`src/rtl/alsu_req_arbiter_if.sv`:
```
// alsu_req_arbiter_if: requester command ports, ALSU pins and response bus of the ALSU arbiter.
interface alsu_req_arbiter_if;
   logic              req0_valid, req0_ready, req0_lock;
   logic [15:0]       req0_cmd;
   logic              req1_valid, req1_ready, req1_lock;
   logic [15:0]       req1_cmd;
   logic [2:0]        alsu_opcode;
   logic signed [2:0] alsu_A, alsu_B;
   logic              alsu_cin, alsu_red_op_A, alsu_red_op_B, alsu_bypass_A, alsu_bypass_B;
   logic              alsu_direction, alsu_serial_in;
   logic signed [5:0] alsu_out;
   logic              rsp0_valid, rsp1_valid, rsp_invalid;
   logic signed [5:0] rsp_out;
   logic [1:0]        lock_state;
   modport slave (
      input  req0_valid, req0_cmd, req0_lock, req1_valid, req1_cmd, req1_lock, alsu_out,
      output req0_ready, req1_ready, alsu_opcode, alsu_A, alsu_B, alsu_cin, alsu_red_op_A,
             alsu_red_op_B, alsu_bypass_A, alsu_bypass_B, alsu_direction, alsu_serial_in,
             rsp0_valid, rsp1_valid, rsp_out, rsp_invalid, lock_state
   );
   modport master (
      output req0_valid, req0_cmd, req0_lock, req1_valid, req1_cmd, req1_lock, alsu_out,
      input  req0_ready, req1_ready, alsu_opcode, alsu_A, alsu_B, alsu_cin, alsu_red_op_A,
             alsu_red_op_B, alsu_bypass_A, alsu_bypass_B, alsu_direction, alsu_serial_in,
             rsp0_valid, rsp1_valid, rsp_out, rsp_invalid, lock_state
   );
endinterface

```
`src/rtl/alsu_req_arbiter.sv`:
```
// alsu_req_arbiter: round-robin sharing of one pipelined ALSU between two requesters, with grant locking.
module alsu_req_arbiter #(
   parameter int LOCK_TIMEOUT = 8,
   parameter bit PRIORITY_REQ = 1'b0,
   parameter int ALSU_LATENCY = 2
) (
   input logic               clk,
   input logic               rst,
   alsu_req_arbiter_if.slave bus
);
   localparam int CW = $clog2(LOCK_TIMEOUT + 1);
   typedef enum logic [1:0] {UNLOCKED, LOCKED_0, LOCKED_1} lock_e;
   lock_e         state_q, state_d;
   logic [CW-1:0] cnt_q, cnt_d;
   logic          last_q, last_d;
   logic [2:0]    tag1_q, tag1_d, tag2_q;
   logic          elig0, elig1, gnt0, gnt1, lock_req, owner_valid;
   logic [15:0]   cmd;
   if (ALSU_LATENCY != 2) begin : g_lat
      $error("alsu_req_arbiter only supports ALSU_LATENCY == 2");
   end
   // tag = {valid, requester id, invalid-op}; stage 2 lines up with the ALSU result
   always_comb begin
      elig0       = bus.req0_valid & (state_q != LOCKED_1);
      elig1       = bus.req1_valid & (state_q != LOCKED_0);
      gnt0        = ~rst & elig0 & (~elig1 | last_q);
      gnt1        = ~rst & elig1 & (~elig0 | ~last_q);
      cmd         = gnt1 ? bus.req1_cmd : gnt0 ? bus.req0_cmd : 16'h0;
      lock_req    = gnt1 ? bus.req1_lock : bus.req0_lock;
      owner_valid = (state_q == LOCKED_1) ? bus.req1_valid : bus.req0_valid;
      tag1_d      = {gnt0 | gnt1, gnt1, ((cmd[5] | cmd[4]) & (cmd[14] | cmd[15])) | (cmd[14] & cmd[15])};
      last_d      = (gnt0 | gnt1) ? gnt1 : last_q;
      state_d     = state_q;
      cnt_d       = cnt_q;
      if (gnt0 | gnt1) begin
         state_d = ~lock_req ? UNLOCKED : gnt1 ? LOCKED_1 : LOCKED_0;
         cnt_d   = '0;
      end else if (state_q != UNLOCKED) begin
         cnt_d = owner_valid ? '0 : cnt_q + CW'(1);
         if (cnt_d == CW'(LOCK_TIMEOUT)) begin
            state_d = UNLOCKED;
            cnt_d   = '0;
         end
      end
   end
   always_ff @(posedge clk or posedge rst) begin
      if (rst) begin
         state_q <= UNLOCKED;
         cnt_q   <= '0;
         last_q  <= ~PRIORITY_REQ;
         tag1_q  <= '0;
         tag2_q  <= '0;
      end else begin
         state_q <= state_d;
         cnt_q   <= cnt_d;
         last_q  <= last_d;
         tag1_q  <= tag1_d;
         tag2_q  <= tag1_q;
      end
   end
   assign bus.req0_ready = gnt0;
   assign bus.req1_ready = gnt1;
   assign {bus.alsu_opcode, bus.alsu_A, bus.alsu_B, bus.alsu_cin, bus.alsu_red_op_A, bus.alsu_red_op_B,
           bus.alsu_bypass_A, bus.alsu_bypass_B, bus.alsu_direction, bus.alsu_serial_in} = cmd;
   assign bus.rsp0_valid  = tag2_q[2] & ~tag2_q[1];
   assign bus.rsp1_valid  = tag2_q[2] & tag2_q[1];
   assign bus.rsp_invalid = tag2_q[2] & tag2_q[0];
   assign bus.rsp_out     = bus.alsu_out;
   assign bus.lock_state  = {state_q != UNLOCKED, state_q == LOCKED_1};
endmodule

```
`src/flat_wrapper.sv`:
```
// flat-port wrapper written by rule: the top's interface ports become plain ports
module alsu_req_arbiter_flat 
#(
   parameter int LOCK_TIMEOUT = 8,
   parameter bit PRIORITY_REQ = 1'b0,
   parameter int ALSU_LATENCY = 2
)
  (clk, rst, bus_req0_valid, bus_req0_cmd, bus_req0_lock, bus_req1_valid, bus_req1_cmd, bus_req1_lock, bus_alsu_out, bus_req0_ready, bus_req1_ready, bus_alsu_opcode, bus_alsu_A, bus_alsu_B, bus_alsu_cin, bus_alsu_red_op_A, bus_alsu_red_op_B, bus_alsu_bypass_A, bus_alsu_bypass_B, bus_alsu_direction, bus_alsu_serial_in, bus_rsp0_valid, bus_rsp1_valid, bus_rsp_out, bus_rsp_invalid, bus_lock_state);
  alsu_req_arbiter_if bus_i ();
  input logic clk;
  input logic rst;
  input wire logic [$bits(bus_i.req0_valid)-1:0] bus_req0_valid;
  input wire logic [$bits(bus_i.req0_cmd)-1:0] bus_req0_cmd;
  input wire logic [$bits(bus_i.req0_lock)-1:0] bus_req0_lock;
  input wire logic [$bits(bus_i.req1_valid)-1:0] bus_req1_valid;
  input wire logic [$bits(bus_i.req1_cmd)-1:0] bus_req1_cmd;
  input wire logic [$bits(bus_i.req1_lock)-1:0] bus_req1_lock;
  input wire logic [$bits(bus_i.alsu_out)-1:0] bus_alsu_out;
  output wire logic [$bits(bus_i.req0_ready)-1:0] bus_req0_ready;
  output wire logic [$bits(bus_i.req1_ready)-1:0] bus_req1_ready;
  output wire logic [$bits(bus_i.alsu_opcode)-1:0] bus_alsu_opcode;
  output wire logic [$bits(bus_i.alsu_A)-1:0] bus_alsu_A;
  output wire logic [$bits(bus_i.alsu_B)-1:0] bus_alsu_B;
  output wire logic [$bits(bus_i.alsu_cin)-1:0] bus_alsu_cin;
  output wire logic [$bits(bus_i.alsu_red_op_A)-1:0] bus_alsu_red_op_A;
  output wire logic [$bits(bus_i.alsu_red_op_B)-1:0] bus_alsu_red_op_B;
  output wire logic [$bits(bus_i.alsu_bypass_A)-1:0] bus_alsu_bypass_A;
  output wire logic [$bits(bus_i.alsu_bypass_B)-1:0] bus_alsu_bypass_B;
  output wire logic [$bits(bus_i.alsu_direction)-1:0] bus_alsu_direction;
  output wire logic [$bits(bus_i.alsu_serial_in)-1:0] bus_alsu_serial_in;
  output wire logic [$bits(bus_i.rsp0_valid)-1:0] bus_rsp0_valid;
  output wire logic [$bits(bus_i.rsp1_valid)-1:0] bus_rsp1_valid;
  output wire logic [$bits(bus_i.rsp_out)-1:0] bus_rsp_out;
  output wire logic [$bits(bus_i.rsp_invalid)-1:0] bus_rsp_invalid;
  output wire logic [$bits(bus_i.lock_state)-1:0] bus_lock_state;
  assign bus_i.req0_valid = bus_req0_valid;
  assign bus_i.req0_cmd = bus_req0_cmd;
  assign bus_i.req0_lock = bus_req0_lock;
  assign bus_i.req1_valid = bus_req1_valid;
  assign bus_i.req1_cmd = bus_req1_cmd;
  assign bus_i.req1_lock = bus_req1_lock;
  assign bus_i.alsu_out = bus_alsu_out;
  assign bus_req0_ready = bus_i.req0_ready;
  assign bus_req1_ready = bus_i.req1_ready;
  assign bus_alsu_opcode = bus_i.alsu_opcode;
  assign bus_alsu_A = bus_i.alsu_A;
  assign bus_alsu_B = bus_i.alsu_B;
  assign bus_alsu_cin = bus_i.alsu_cin;
  assign bus_alsu_red_op_A = bus_i.alsu_red_op_A;
  assign bus_alsu_red_op_B = bus_i.alsu_red_op_B;
  assign bus_alsu_bypass_A = bus_i.alsu_bypass_A;
  assign bus_alsu_bypass_B = bus_i.alsu_bypass_B;
  assign bus_alsu_direction = bus_i.alsu_direction;
  assign bus_alsu_serial_in = bus_i.alsu_serial_in;
  assign bus_rsp0_valid = bus_i.rsp0_valid;
  assign bus_rsp1_valid = bus_i.rsp1_valid;
  assign bus_rsp_out = bus_i.rsp_out;
  assign bus_rsp_invalid = bus_i.rsp_invalid;
  assign bus_lock_state = bus_i.lock_state;
  alsu_req_arbiter #(.LOCK_TIMEOUT(LOCK_TIMEOUT), .PRIORITY_REQ(PRIORITY_REQ), .ALSU_LATENCY(ALSU_LATENCY)) u_core (.clk(clk), .rst(rst), .bus(bus_i));
endmodule
```
`config.mk`:
```
export PLATFORM = sky130hd
export DESIGN_NAME = alsu_req_arbiter_flat
export DESIGN_NICKNAME = d
export VERILOG_FILES = /design/src/rtl/alsu_req_arbiter_if.sv /design/src/rtl/alsu_req_arbiter.sv /design/src/flat_wrapper.sv
export SDC_FILE = /design/constraint.sdc
export NUM_CORES = 1
export LEC_CHECK = 0
export ABC_AREA = 1
export BUFFER_PORTS_ARGS = -buffer_cell sky130_fd_sc_hd__buf_4
export CORE_MARGIN = 10
export CORE_UTILIZATION = 30
export CTS_BUF_LIST = sky130_fd_sc_hd__clkbuf_16
export CTS_CLUSTER_DIAMETER = 150
export DETAILED_ROUTE_END_ITERATION = 12
export PLACE_DENSITY = 0.71
export SETUP_SLACK_MARGIN = 0.02
export SYNTH_ARGS = -nofsm -noshare
export SYNTH_HDL_FRONTEND = slang
export SYNTH_SLANG_ARGS = --single-unit
export TNS_END_PERCENT = 30
```
`constraint.sdc`:
```
create_clock -name clk -period 2.2 [get_ports clk]
set_clock_uncertainty 0.05 [all_clocks]
set_input_delay 0 -clock clk [delete_from_list [all_inputs] [get_ports clk]]
set_output_delay 0 -clock clk [all_outputs]
set_load 0.02 [all_outputs]
```
Word level (Yosys, flattened, before mapping)
Cells that the tools add are included.
{ "totals": {"reg_bits": 13, "input_bits": 44, "output_inout_bits": 29} }
{ "classes": {"add_sub_neg": 1, "eq_ne": 4, "muxes": 13, "bitwise": 22, "n_reduce_logical": 4} }
{ "op_table": {"columns": ["op", "count"], "rows": [
  ["16-bit 2-to-1 mux", 2],
  ["4-bit 2-to-1 mux", 4],
  ["1-bit AND", 11],
  ["2-bit 2-to-1 mux", 5],
  ["1-bit OR", 6],
  ["2-bit nonzero test", 3],
  ["1-bit inverter", 5],
  ["4-bit by 1-bit adder with 4-bit output, second input constant", 1],
  ["4-bit equality test, second input constant", 1],
  ["2-bit equality test, second input constant", 1],
  ["1-bit 2-to-1 mux", 2],
  ["2-bit by 1-bit != test with 1-bit output, second input constant", 1],
  ["2-bit != test, second input constant", 1],
  ["2-bit AND reduction", 1]
]} }

Depth between registers and ports, before layout
Gate-level depths: netlist of the first run.
{ "logic_depth": {"depth_word": 10, "mapped_depth": 10, "depth_no_buf": 10} }

Worst setup path before layout of the first run
OpenSTA, ideal clock, no wires.
{ "synth_timing": {"kind": "reg2reg", "startpoint": "reg u_core.state_q[0]", "endpoint": "reg u_core.tag1_q[0]", "setup_time_ps": 65, "t_arrival_ps": 1203, "required_time_ps": 2085, "slack_ps": 882, "stages_incl_launch_ff": 11, "path_buffers": 0, "path_cell_list": "dfrtp_1 > inv_1 > nand2_2 > nand2_2 > nor2_4 > nand3_1 > nand2_1 > inv_1 > nand2_1 > nand2_1 > nand2_1"} }
{ "synth_via": {"elab_chain_len": 10} }
{ "synth_rtl": {"columns": ["item", "line", "source"], "rows": [
  ["from (decl)", "alsu_req_arbiter.sv:13", "lock_e state_q, state_d;"],
  ["from (signal assigned)", "alsu_req_arbiter.sv:54", "state_q <= state_d;"],
  ["2-bit by 1-bit != test with 1-bit output", "alsu_req_arbiter.sv:25", "elig1 = bus.req1_valid & (state_q != LOCKED_0);"],
  ["1-bit AND", "alsu_req_arbiter.sv:25", null],
  ["1-bit inverter", "alsu_req_arbiter.sv:26", "gnt0 = ~rst & elig0 & (~elig1 | last_q);"],
  ["1-bit OR", "alsu_req_arbiter.sv:26", null],
  ["1-bit AND", "alsu_req_arbiter.sv:26", null],
  ["16-bit 2-to-1 mux", "alsu_req_arbiter.sv:28", "cmd = gnt1 ? bus.req1_cmd : gnt0 ? bus.req0_cmd : 16'h0;"],
  ["16-bit 2-to-1 mux *", "alsu_req_arbiter.sv:28", null],
  ["net bus_alsu_opcode[1]", "flat_wrapper.sv:21", "output wire logic [$bits(bus_i.alsu_opcode)-1:0] bus_alsu_opcode;"],
  ["1-bit OR", "alsu_req_arbiter.sv:31", "tag1_d = {gnt0 | gnt1, gnt1, ((cmd[5] | cmd[4]) & (cmd[14] | cmd[15])) | (cmd[14] & cmd[15])};"],
  ["1-bit AND", "alsu_req_arbiter.sv:31", null],
  ["1-bit OR *", "alsu_req_arbiter.sv:31", null],
  ["net u_core.tag1_d[0]", "alsu_req_arbiter.sv:16", "logic [2:0] tag1_q, tag1_d, tag2_q;"],
  ["to (signal assigned)", "alsu_req_arbiter.sv:57", "tag1_q <= tag1_d;"],
  ["to (decl)", "alsu_req_arbiter.sv:16", null]
]} }
The timed path passes the listed nets; every way through them passes the cells marked *.
A chain may end at the register's enable or synchronous reset.

Worst setup path in the final report of the first run
{ "layout_timing": {"startpoint": "reg u_core.state_q[0]", "endpoint": "out bus_alsu_direction"} }
{ "layout_via": {"elab_chain_len": 7} }
{ "layout_rtl": {"columns": ["item", "line", "source"], "rows": [
  ["2-bit by 1-bit != test with 1-bit output", "alsu_req_arbiter.sv:25", null],
  ["1-bit AND", "alsu_req_arbiter.sv:25", null],
  ["1-bit inverter", "alsu_req_arbiter.sv:26", null],
  ["1-bit OR", "alsu_req_arbiter.sv:26", null],
  ["1-bit AND", "alsu_req_arbiter.sv:26", null],
  ["16-bit 2-to-1 mux", "alsu_req_arbiter.sv:28", null],
  ["16-bit 2-to-1 mux *", "alsu_req_arbiter.sv:28", null],
  ["to (decl)", "flat_wrapper.sv:29", "output wire logic [$bits(bus_i.alsu_direction)-1:0] bus_alsu_direction;"]
]} }
Mark *: on every way between the ends. The rest lies on a longest branch, timed or not.

==> results.sh, run 1 <==
export IMPL_outcome="finished clean"
export IMPL_hold_end="u_core.tag1_q[0]$_DFF_PP0_"
export IMPL_grt_max_degree=16
export IMPL_place_ws_ns=0.8076
export IMPL_fin_setup_tns_ns=0
export IMPL_firstDrtPassIters=4
export IMPL_finalHoldViolCount=0
export IMPL_avgSynthCellArea_sq_um=8.214
export IMPL_overflow=0
export IMPL_peakVddDrop_mv=0.3366
export IMPL_ys_warn_count=0
export IMPL_numCtsBuffers=3
export IMPL_grt_pass1_vias=1107
export IMPL_drt_wl_total_mm=3.088
export IMPL_r2r_start="u_core.state_q[0]$_DFFE_PP0P_"
export IMPL_timing_final_crit_share_pct=74.55
export IMPL_vias_per_cell=4.464
export IMPL_synth_seq_cells=13
export IMPL_ios=73
export IMPL_leakagePower_nw=0.8437
export IMPL_synth_top_area_cell="dfrtp_1"
export IMPL_p_per_area_nw_per_um2=879.9
export IMPL_max_freq_mhz=609.7
export IMPL_layout_commonest_cell="buf_4"
export IMPL_max_stage_delay_ns=0.40
export IMPL_diodes=0
export IMPL_seqCellArea_sq_um=326.6
export IMPL_cts_resized=0
export IMPL_r2r_setup_slack_ns=0.81
export IMPL_r2r_end="u_core.state_q[0]$_DFFE_PP0P_"
export IMPL_n_fill_cell=286
export IMPL_vias=1000
export IMPL_slew_headroom_pct=67.92
export IMPL_clk_pin_slew_worst_paths_ns=0.04
export IMPL_cts_path_max_buffers=2
export IMPL_crit_type="register to primary output"
export IMPL_finalCriticalPeriod_ns=1.640
export IMPL_drc=0
export IMPL_report_final_slew_viol_count=0
export IMPL_syn_instance_count=115
export IMPL_min_from="bus_req0_cmd[14]"
export IMPL_stdcell_area_sq_um=1548
export IMPL_worst_pin_slew_ns=0.4807
export IMPL_synth_area_top_cells="dfrtp_1 (32%), nand2_1 (9.1%), nand3_1 (7.9%)"
export IMPL_cts_tree="done"
export IMPL_drt_wirelength_per_cell_microns=13.79
export IMPL_synth_top_cell_area_share_pct=31.79
export IMPL_drive_above_1_share_pct=47.22
export IMPL_antenna_found_initial=0
export IMPL_initial_core_util_pct=31.20
export IMPL_required_ns=2.15
export IMPL_hp_class="input port to register"
export IMPL_track_usage_pct=10.47
export IMPL_synthDistinctLibCells=27
export IMPL_setup_violations_final=0
export IMPL_io_buffers=60
export IMPL_syn_nets=160
export IMPL_area_growth_pct=63.84
export IMPL_ff2ff_path_depth=9
export IMPL_rows=20
export IMPL_path_cells="inv_1, nand2_2, nand2_2, nor2_4, nand2_4, clkinv_4, a22o_2, buf_4"
export IMPL_final_cell_mix="buf_4 (60), nand2_1 (23), nand3_1 (15)"
export IMPL_ys_seq_area_share_pct=34.57
export IMPL_antenna_left=0
export IMPL_finalCoreUtilization_pct=51.12
export IMPL_cp_max_fo=14
export IMPL_maxCapViolations=0
export IMPL_clkLatencyLatePin_ns=0.24
export IMPL_cts_root_buffer="clkbuf_16"
export IMPL_critPathArrivalTime_ns=1.59
export IMPL_die_w_microns=76.12
export IMPL_cts_htree_levels=1
export IMPL_multi_input_area_sq_um=469.2
export IMPL_hold_depth=5
export IMPL_rsz0062_at_grt="no"
export IMPL_total_power_w=0.001362
export IMPL_grt_pass1_wl_mm=5.112
export IMPL_cp_common_cell="nand2_2"
export IMPL_worst_setup_path_start_kind="register"
export IMPL_core_area_sq_um=3028
export IMPL_hpwl_mm=2.597
export IMPL_die_area_sq_um=5793
export IMPL_endpoint_kind="primary output"
export IMPL_fin_ws_ns=0.5599
export IMPL_clkSinkCount=13
export IMPL_drtIter0Drc=41
export IMPL_gp_congestion=0.8130
export IMPL_die_h_microns=76.12
export IMPL_dpl_cell_area_sq_um=1379
export IMPL_syn_area_sq_um=944.7
export IMPL_nets=226
export IMPL_critPathSlowestCell="dfrtp_1"
## where the power goes
part           total (W)  switching (W)  internal (W)  leakage (nW)
registers       0.000355      0.0000486      0.000306         0.170
clock network   0.000329      0.0000906      0.000239        0.0423
logic           0.000678       0.000401      0.000277         0.631
## stage by stage
stage,hold slack [ns],std cells
after floorplan,-0.1738,115
after global placement,-0.04986,211
after detailed placement,-0.04986,211
after CTS,0.1094,224
after global routing,0.1631,224
final,0.1015,224
## kinds of logic after synthesis
logic type	count (synthesis)	share of synthesized area, %
DFF	13	34.57
xor gates and xnor gates	1	0.9273
adders and majority gates	1	1.324
AOI/OAI and AO/OA	18	15.37
buffers and inverters	26	15.76
and+or+nand+nor	56	32.05
## registers in the layout, indices dropped and copies added (netlist names)
name	cells
u_core.cnt_q	4
u_core.last_q	1
u_core.tag1_q	3
u_core.tag2_q	3
u_core.state_q	2
## area by class of cell
type / instances / area share [%]
Timing Repair Buffer: 69 / 34.92
Clock inverter: 1 / 0.2425
Tap cell: 44 / 3.557
Clock buffer: 3 / 4.850
Sequential cell: 13 / 21.10
Multi-Input combinational cell: 76 / 30.32
Inverter: 18 / 5.012
## synth_stat cells (all sizes together)
cell type  count
nand2         31
inv           17
nand3         17
a22o          12
dfrtp         12
buf            8
nor2           6
a21oi          2
o21ai          2
clkinv         1
dfstp          1
ha             1
nand4          1
nor3           1
o21bai         1
o31ai          1
xor2           1
## worst max-delay path: cells and delay by family, from the launching register on
| family | cells | cell delay [ns] |
|---|---|---|
| AOI/OAI and AO/OA | 1 | 0.25 |
| buffers and inverters | 3 | 0.35 |
| DFF | 1 | 0.40 |
| and+or+nand+nor | 4 | 0.33 |
## worst max path at each step
stage	startpoint	to	slack, ns	depth (start not counted)
2_1_floorplan	u_core.state_q[0]$_DFFE_PP0P_	u_core.tag1_q[0]$_DFF_PP0_	0.88	10
3_3_place_gp	u_core.state_q[0]$_DFFE_PP0P_	bus_alsu_bypass_A	0.83	8
3_5_place_dp	u_core.state_q[0]$_DFFE_PP0P_	bus_alsu_direction	0.81	8
4_1_cts	u_core.state_q[0]$_DFFE_PP0P_	bus_alsu_direction	0.54	8
5_1_grt	u_core.state_q[0]$_DFFE_PP0P_	bus_alsu_A[2]	0.45	8
6_report	u_core.state_q[0]$_DFFE_PP0P_	bus_alsu_direction	0.56	8
## per-layer routing
metal	track usage, %	vias up	part of all wire (%)
met4	3.346	0	0.71
met5	0	-	0
met1	10.58	454	38
li1	-	504	-
met3	5.189	3	9.3
met2	18.37	39	52
## repair_timing
action / CTS / global route
hold buffers: 9 / 0
setup buffers: 0 / 0
endpoints found under the hold margin: 20 / 0
setup endpoints to repair: 0 / 0
(Power assumes the default switching activity.)
==> run 2, diff against run 1 <==
--- a/config.mk
+++ b/config.mk
@@ -12,7 +12,7 @@
 export CTS_BUF_LIST = sky130_fd_sc_hd__clkbuf_16
 export CTS_CLUSTER_DIAMETER = 150
 export DETAILED_ROUTE_END_ITERATION = 12
-export PLACE_DENSITY = 0.71
+export PLACE_DENSITY = 0.74
 export SETUP_SLACK_MARGIN = 0.02
 export SYNTH_ARGS = -nofsm -noshare
 export SYNTH_HDL_FRONTEND = slang
==> constraint.sdc (replaced) <==
create_clock -name clk -period 1.35 [get_ports clk]
set_clock_uncertainty 0.05 [all_clocks]
set_input_delay 0 -clock clk [delete_from_list [all_inputs] [get_ports clk]]
set_output_delay 0 -clock clk [all_outputs]
set_load 0.02 [all_outputs]
==> results.sh, run 2 (synthesized netlist as in run 1, its figures left out) <==
export IMPL_outcome="finished, violations left"
export IMPL_failed_checks="negative setup slack"
export IMPL_diodes=0
export IMPL_timing_final_crit_share_pct=118.1
export IMPL_reg_top3="u_core.cnt_q (4), u_core.tag1_q (3), u_core.tag2_q (3)"
export IMPL_rows=20
export IMPL_required_ns=1.30
export IMPL_leakagePower_nw=0.9720
export IMPL_die_area_sq_um=5793
export IMPL_drc=0
export IMPL_endpoint_kind="primary output"
export IMPL_cts_tree="done"
export IMPL_worst_pin_slew_ns=0.5066
export IMPL_grt_pass1_vias=1165
export IMPL_ios=73
export IMPL_fin_setup_tns_ns=-4.136
export IMPL_drtIter0Drc=44
export IMPL_io_buffers=60
export IMPL_overflow=0
export IMPL_layout_commonest_cell="buf_4"
export IMPL_clk_pin_slew_worst_paths_ns=0.05
export IMPL_p_comb_share_pct=57.7
export IMPL_regMostFlops="u_core.cnt_q"
export IMPL_track_usage_pct=11.38
export IMPL_max_freq_mhz=627.4
export IMPL_p_per_area_nw_per_um2=1480
export IMPL_slew_headroom_pct=66.19
export IMPL_clkSinkCount=13
export IMPL_crit_type="register to primary output"
export IMPL_worst_setup_path_start_kind="register"
export IMPL_report_final_slew_viol_count=0
export IMPL_rsz0062_at_grt="yes"
export IMPL_seqCellArea_sq_um=329.1
export IMPL_fin_cells=242
export IMPL_power_switching_w=0.001096
export IMPL_dp_cells=216
export IMPL_peakVddDrop_mv=0.7889
export IMPL_stdcell_area_sq_um=1853
export IMPL_maxCapViolations=0
export IMPL_finalCriticalPeriod_ns=1.594
export IMPL_grt_max_degree=16
export IMPL_cp_max_fo=7
export IMPL_largest_register_ffs=4
export IMPL_vias=1112
export IMPL_grt_pass1_wl_mm=5.416
export IMPL_hpwl_mm=2.560
export IMPL_cts_htree_levels=1
export IMPL_drive_above_1_share_pct=59.09
export IMPL_clkPwrFrac_pct=20.4
export IMPL_numCtsBuffers=3
export IMPL_drt_wl_total_mm=3.593
export IMPL_setup_violations_final=25
export IMPL_antenna_left=0
export IMPL_antenna_found_initial=0
export IMPL_vias_per_cell=4.595
export IMPL_dpl_cell_area_sq_um=1416
export IMPL_n_fill_cell=247
export IMPL_multi_input_area_sq_um=551.8
export IMPL_final_cell_mix="buf_4 (58), nand2_1 (20), buf_6 (18)"
export IMPL_p_sw_share_pct=39.98
export IMPL_die_w_microns=76.12
export IMPL_fin_ws_ns=-0.2439
export IMPL_nets=244
export IMPL_cts_path_max_buffers=2
export IMPL_area_growth_pct=96.16
export IMPL_critPathArrivalTime_ns=1.54
export IMPL_power_frac_seq_pct=21.9
export IMPL_cts_root_buffer="clkbuf_16"
export IMPL_core_area_sq_um=3028
export IMPL_drt_wirelength_per_cell_microns=14.85
export IMPL_die_h_microns=76.12
export IMPL_gp_congestion=0.7786
export IMPL_firstDrtPassIters=4
export IMPL_hp_class="input port to register"
export IMPL_hold_slack_ns=0.06422
export IMPL_finalHoldViolCount=0
export IMPL_clkLatencyLatePin_ns=0.24
export IMPL_initial_core_util_pct=31.20
export IMPL_p_int_w=0.001646
[run 2: what timing repair did]
item / 4_1_cts / 5_1_grt
endpoints found under the setup margin: 23 / 26
buffers inserted: 7 / 4
resized for setup: 28 / 17
hold endpoints to repair: 20 / 0
hold buffers: 9 / 0
pin swaps: 6 / 7
cloned: 1 / 1
[run 2: area by class of cell]
type | count | share of cell area [%]
inverters | 18 | 4.997
repair buffers | 85 | 39.30
flip-flops and latches | 13 | 17.76
repair inverters | 2 | 0.9453
multi-input cells | 76 | 29.78
clock inverters | 1 | 0.2026
well taps | 44 | 2.971
clock buffers | 3 | 4.051
[run 2: through the flow]
stage / worst slack [ns] / util [%] / power, W
after floorplan: 0.03186 / - / 0.001303
after global placement: -0.02205 / 46.78 / 0.001739
after detailed placement: -0.02740 / 46.78 / 0.001755
after CTS: -0.2540 / 57.85 / 0.002600
after global routing: -0.3062 / 61.20 / 0.002913
final: -0.2439 / 61.20 / 0.002742
[run 2: per-layer routing]
metal	track usage, %	wire [microns]	up-vias
met5	0	0	-
met4	3.532	70	0
met3	7.075	406	5
met2	19.64	1841	49
met1	10.99	1276	516
li1	-	-	542
[run 2: power by group through the flow]
| stage | Clock [W] | Combinational [W] | Sequential, W |
|---|---|---|---|
| after floorplan | 0 | 0.000737 | 0.000566 |
| after global placement | 0 | 0.00116 | 0.000583 |
| after detailed placement | 0 | 0.00117 | 0.000585 |
| after CTS | 0.000568 | 0.00145 | 0.000586 |
| after global routing | 0.000595 | 0.00170 | 0.000615 |
| final | 0.000560 | 0.00158 | 0.000600 |
[run 2: path summary, 6_finish.rpt]
kind	startpoint	end	slack, ns	cells past startpoint
min in group asynchronous	rst	u_core.state_q[1]$_DFFE_PP0P_	0.34	3
min	rst	u_core.last_q$_DFFE_PP1N_	0.06	3
max reg2reg	u_core.last_q$_DFFE_PP1N_	u_core.state_q[1]$_DFFE_PP0P_	-0.12	8
min reg2reg	u_core.tag1_q[2]$_DFF_PP0_	u_core.tag2_q[2]$_DFF_PP0_	0.30	0
max	u_core.state_q[0]$_DFFE_PP0P_	bus_alsu_bypass_A	-0.24	8
max in group asynchronous	rst	u_core.state_q[0]$_DFFE_PP0P_	0.55	3
[run 2: worst max-delay path, cell delays in order, from the launching register on]
cell	delay (ns)
dfrtp_2	0.44
inv_2	0.09
nand2_4	0.07
nand2_4	0.07
nor2_4	0.05
nand2_4	0.12
clkinv_8	0.08
a22o_4	0.24
buf_6	0.13
==> run 3, diff against run 2 <==
--- a/config.mk
+++ b/config.mk
@@ -14,7 +14,8 @@
 export DETAILED_ROUTE_END_ITERATION = 12
 export PLACE_DENSITY = 0.74
 export SETUP_SLACK_MARGIN = 0.02
+export SLEW_MARGIN = 20
 export SYNTH_ARGS = -nofsm -noshare
 export SYNTH_HDL_FRONTEND = slang
 export SYNTH_SLANG_ARGS = --single-unit
-export TNS_END_PERCENT = 30
+export TNS_END_PERCENT = 5
==> constraint.sdc (replaced) <==
create_clock -name clk -period 1.35 [get_ports clk]
set_clock_uncertainty 0.05 [all_clocks]
set_input_delay 0.0675 -clock clk [delete_from_list [all_inputs] [get_ports clk]]
set_output_delay 0.0675 -clock clk [all_outputs]
set_load 0.02 [all_outputs]
==> results.sh, run 3 (synthesized netlist as in run 1, its figures left out) <==
export IMPL_drive_above_1_share_pct=59.46
export IMPL_highest_layer="met4"
export IMPL_regMostFlops="u_core.cnt_q"
export IMPL_met2_length_mm=1.568
export IMPL_clk_pin_slew_worst_paths_ns=0.05
export IMPL_post_cts_buffers=0
export IMPL_die_area_sq_um=5793
export IMPL_reg_top3="u_core.cnt_q (4), u_core.tag1_q (3), u_core.tag2_q (3)"
export IMPL_core_area_sq_um=3028
export IMPL_outcome="finished, violations left"
export IMPL_grt_max_degree=15
export IMPL_largest_register_ffs=4
export IMPL_track_usage_pct=11.39
export IMPL_overflow=0
export IMPL_grt_pass1_wl_mm=5.485
export IMPL_die_w_microns=76.12
export IMPL_r2r_setup_slack_ns=-0.03
export IMPL_ff2ff_path_depth=9
export IMPL_maxCapViolations=0
export IMPL_vias=1046
export IMPL_crit_type="register to primary output"
export IMPL_antenna_left=0
export IMPL_cp_max_fo=14
export IMPL_leakagePower_nw=0.9327
export IMPL_cts_tree="done"
export IMPL_firstDrtPassIters=4
export IMPL_layout_commonest_cell="buf_4"
export IMPL_r2r_start="u_core.state_q[1]$_DFFE_PP0P_"
export IMPL_rsz0062_at_grt="yes"
export IMPL_final_cell_mix="buf_4 (57), nand2_1 (21), nand3_1 (15)"
export IMPL_drt_wl_total_mm=3.306
export IMPL_peakVddDrop_mv=0.6602
export IMPL_routed_wl_met3_microns=498
export IMPL_slew_headroom_pct=66.68
export IMPL_n_fill_cell=264
export IMPL_nets=231
export IMPL_numCtsBuffers=3
export IMPL_diodes=0
export IMPL_dp_cells=222
export IMPL_report_final_slew_viol_count=0
export IMPL_finalHoldViolCount=0
export IMPL_cts_path_max_buffers=2
export IMPL_total_power_w=0.002533
export IMPL_drtIter0Drc=58
export IMPL_timing_final_crit_share_pct=120.2
export IMPL_rows=20
export IMPL_clkLatencyLatePin_ns=0.25
export IMPL_die_h_microns=76.12
export IMPL_p_per_area_nw_per_um2=1476
export IMPL_hold_end="bus_rsp_out[5]"
export IMPL_setup_violations_final=24
export IMPL_finalCoreUtilization_pct=56.65
export IMPL_vias_per_cell=4.568
export IMPL_max_freq_mhz=616.1
export IMPL_io_buffers=60
export IMPL_hpwl_mm=2.756
export IMPL_hold_depth=0
export IMPL_worst_pin_slew_ns=0.4993
export IMPL_grt_pass1_vias=1209
export IMPL_antenna_found_initial=0
export IMPL_cts_htree_levels=1
export IMPL_ios=73
export IMPL_critPathArrivalTime_ns=1.51
export IMPL_fin_cells=229
export IMPL_gp_congestion=0.7829
export IMPL_clkSinkCount=13
export IMPL_min_from="bus_alsu_out[5]"
export IMPL_drc=0
export IMPL_required_ns=1.23
export IMPL_area_growth_pct=81.59
export IMPL_r2r_end="u_core.state_q[0]$_DFFE_PP0P_"
export IMPL_endpoint_kind="primary output"
export IMPL_initial_core_util_pct=31.20
export IMPL_routedLengthMet1_mm=1.176
export IMPL_cts_root_buffer="clkbuf_16"
export IMPL_worst_setup_path_start_kind="register"
export IMPL_fin_ws_ns=-0.2731
export IMPL_place_ws_ns=-0.07573
export IMPL_failed_checks="negative setup slack"
export IMPL_drt_wirelength_per_cell_microns=14.44
export IMPL_finalCriticalPeriod_ns=1.623
export IMPL_hold_slack_ns=0.08501
export IMPL_hp_class="input port to primary output"
==> run 3: final cells by class <==
type	count	area, sq um	share of cell area [%]
clock buffer	3	75.07	4.376
multi-input combinational	76	551.8	32.17
sequential	13	326.6	19.04
tap	44	55.05	3.209
clock inverter	1	3.754	0.2188
inverter	18	87.58	5.106
timing repair buffer	74	615.6	35.89
==> run 3: stage by stage <==
step / TNS, ns / instance area (sq um)
2_1_floorplan: 0 / 1015
3_3_place_gp: -0.2570 / 1531
3_5_place_dp: -0.9221 / 1531
4_1_cts: -4.415 / 1702
5_1_grt: -6.251 / 1715
6_report: -4.286 / 1715
==> run 3: worst max path at each step <==
stage	cells past startpoint	slack, ns	endpoint	start
2_1_floorplan	8	0.0007	bus_alsu_A[0]	u_core.state_q[0]$_DFFE_PP0P_
3_3_place_gp	8	-0.02	bus_alsu_B[0]	u_core.state_q[0]$_DFFE_PP0P_
3_5_place_dp	8	-0.08	bus_alsu_B[2]	u_core.state_q[0]$_DFFE_PP0P_
4_1_cts	8	-0.27	bus_alsu_B[2]	u_core.state_q[0]$_DFFE_PP0P_
5_1_grt	8	-0.34	bus_alsu_cin	u_core.state_q[0]$_DFFE_PP0P_
6_report	8	-0.27	bus_alsu_B[0]	u_core.state_q[0]$_DFFE_PP0P_
==> run 3: timing repair <==
action / in CTS / in global routing
endpoints found under the hold margin: 14 / 0
hold buffers: 3 / 0
pin swaps: 1 / 1
gates resized for setup: 18 / 5
setup endpoints to repair: 26 / 26
==> run 3: power breakdown <==
group	internal [W]	total (W)	switching, W
Combinational	0.000657	0.00140	0.000743
Sequential	0.000499	0.000576	0.0000769
Clock	0.000391	0.000557	0.000166
Total	0.00155	0.00253	0.000986
==> run 3: metal layers <==
metal	track usage (%)	vias to the layer above
met5	0	-
met4	5.390	0
met3	7.901	7
met2	19.39	53
met1	10.05	472
li1	-	514
==> run 3: worst max-delay path, stage by stage (launching register included) <==
cell	delay [ns]
dfrtp_1	0.41
inv_2	0.07
nand2_2	0.07
nand2_2	0.10
nor2_4	0.05
nand2_4	0.08
clkinv_8	0.09
a22o_4	0.26
buf_6	0.13
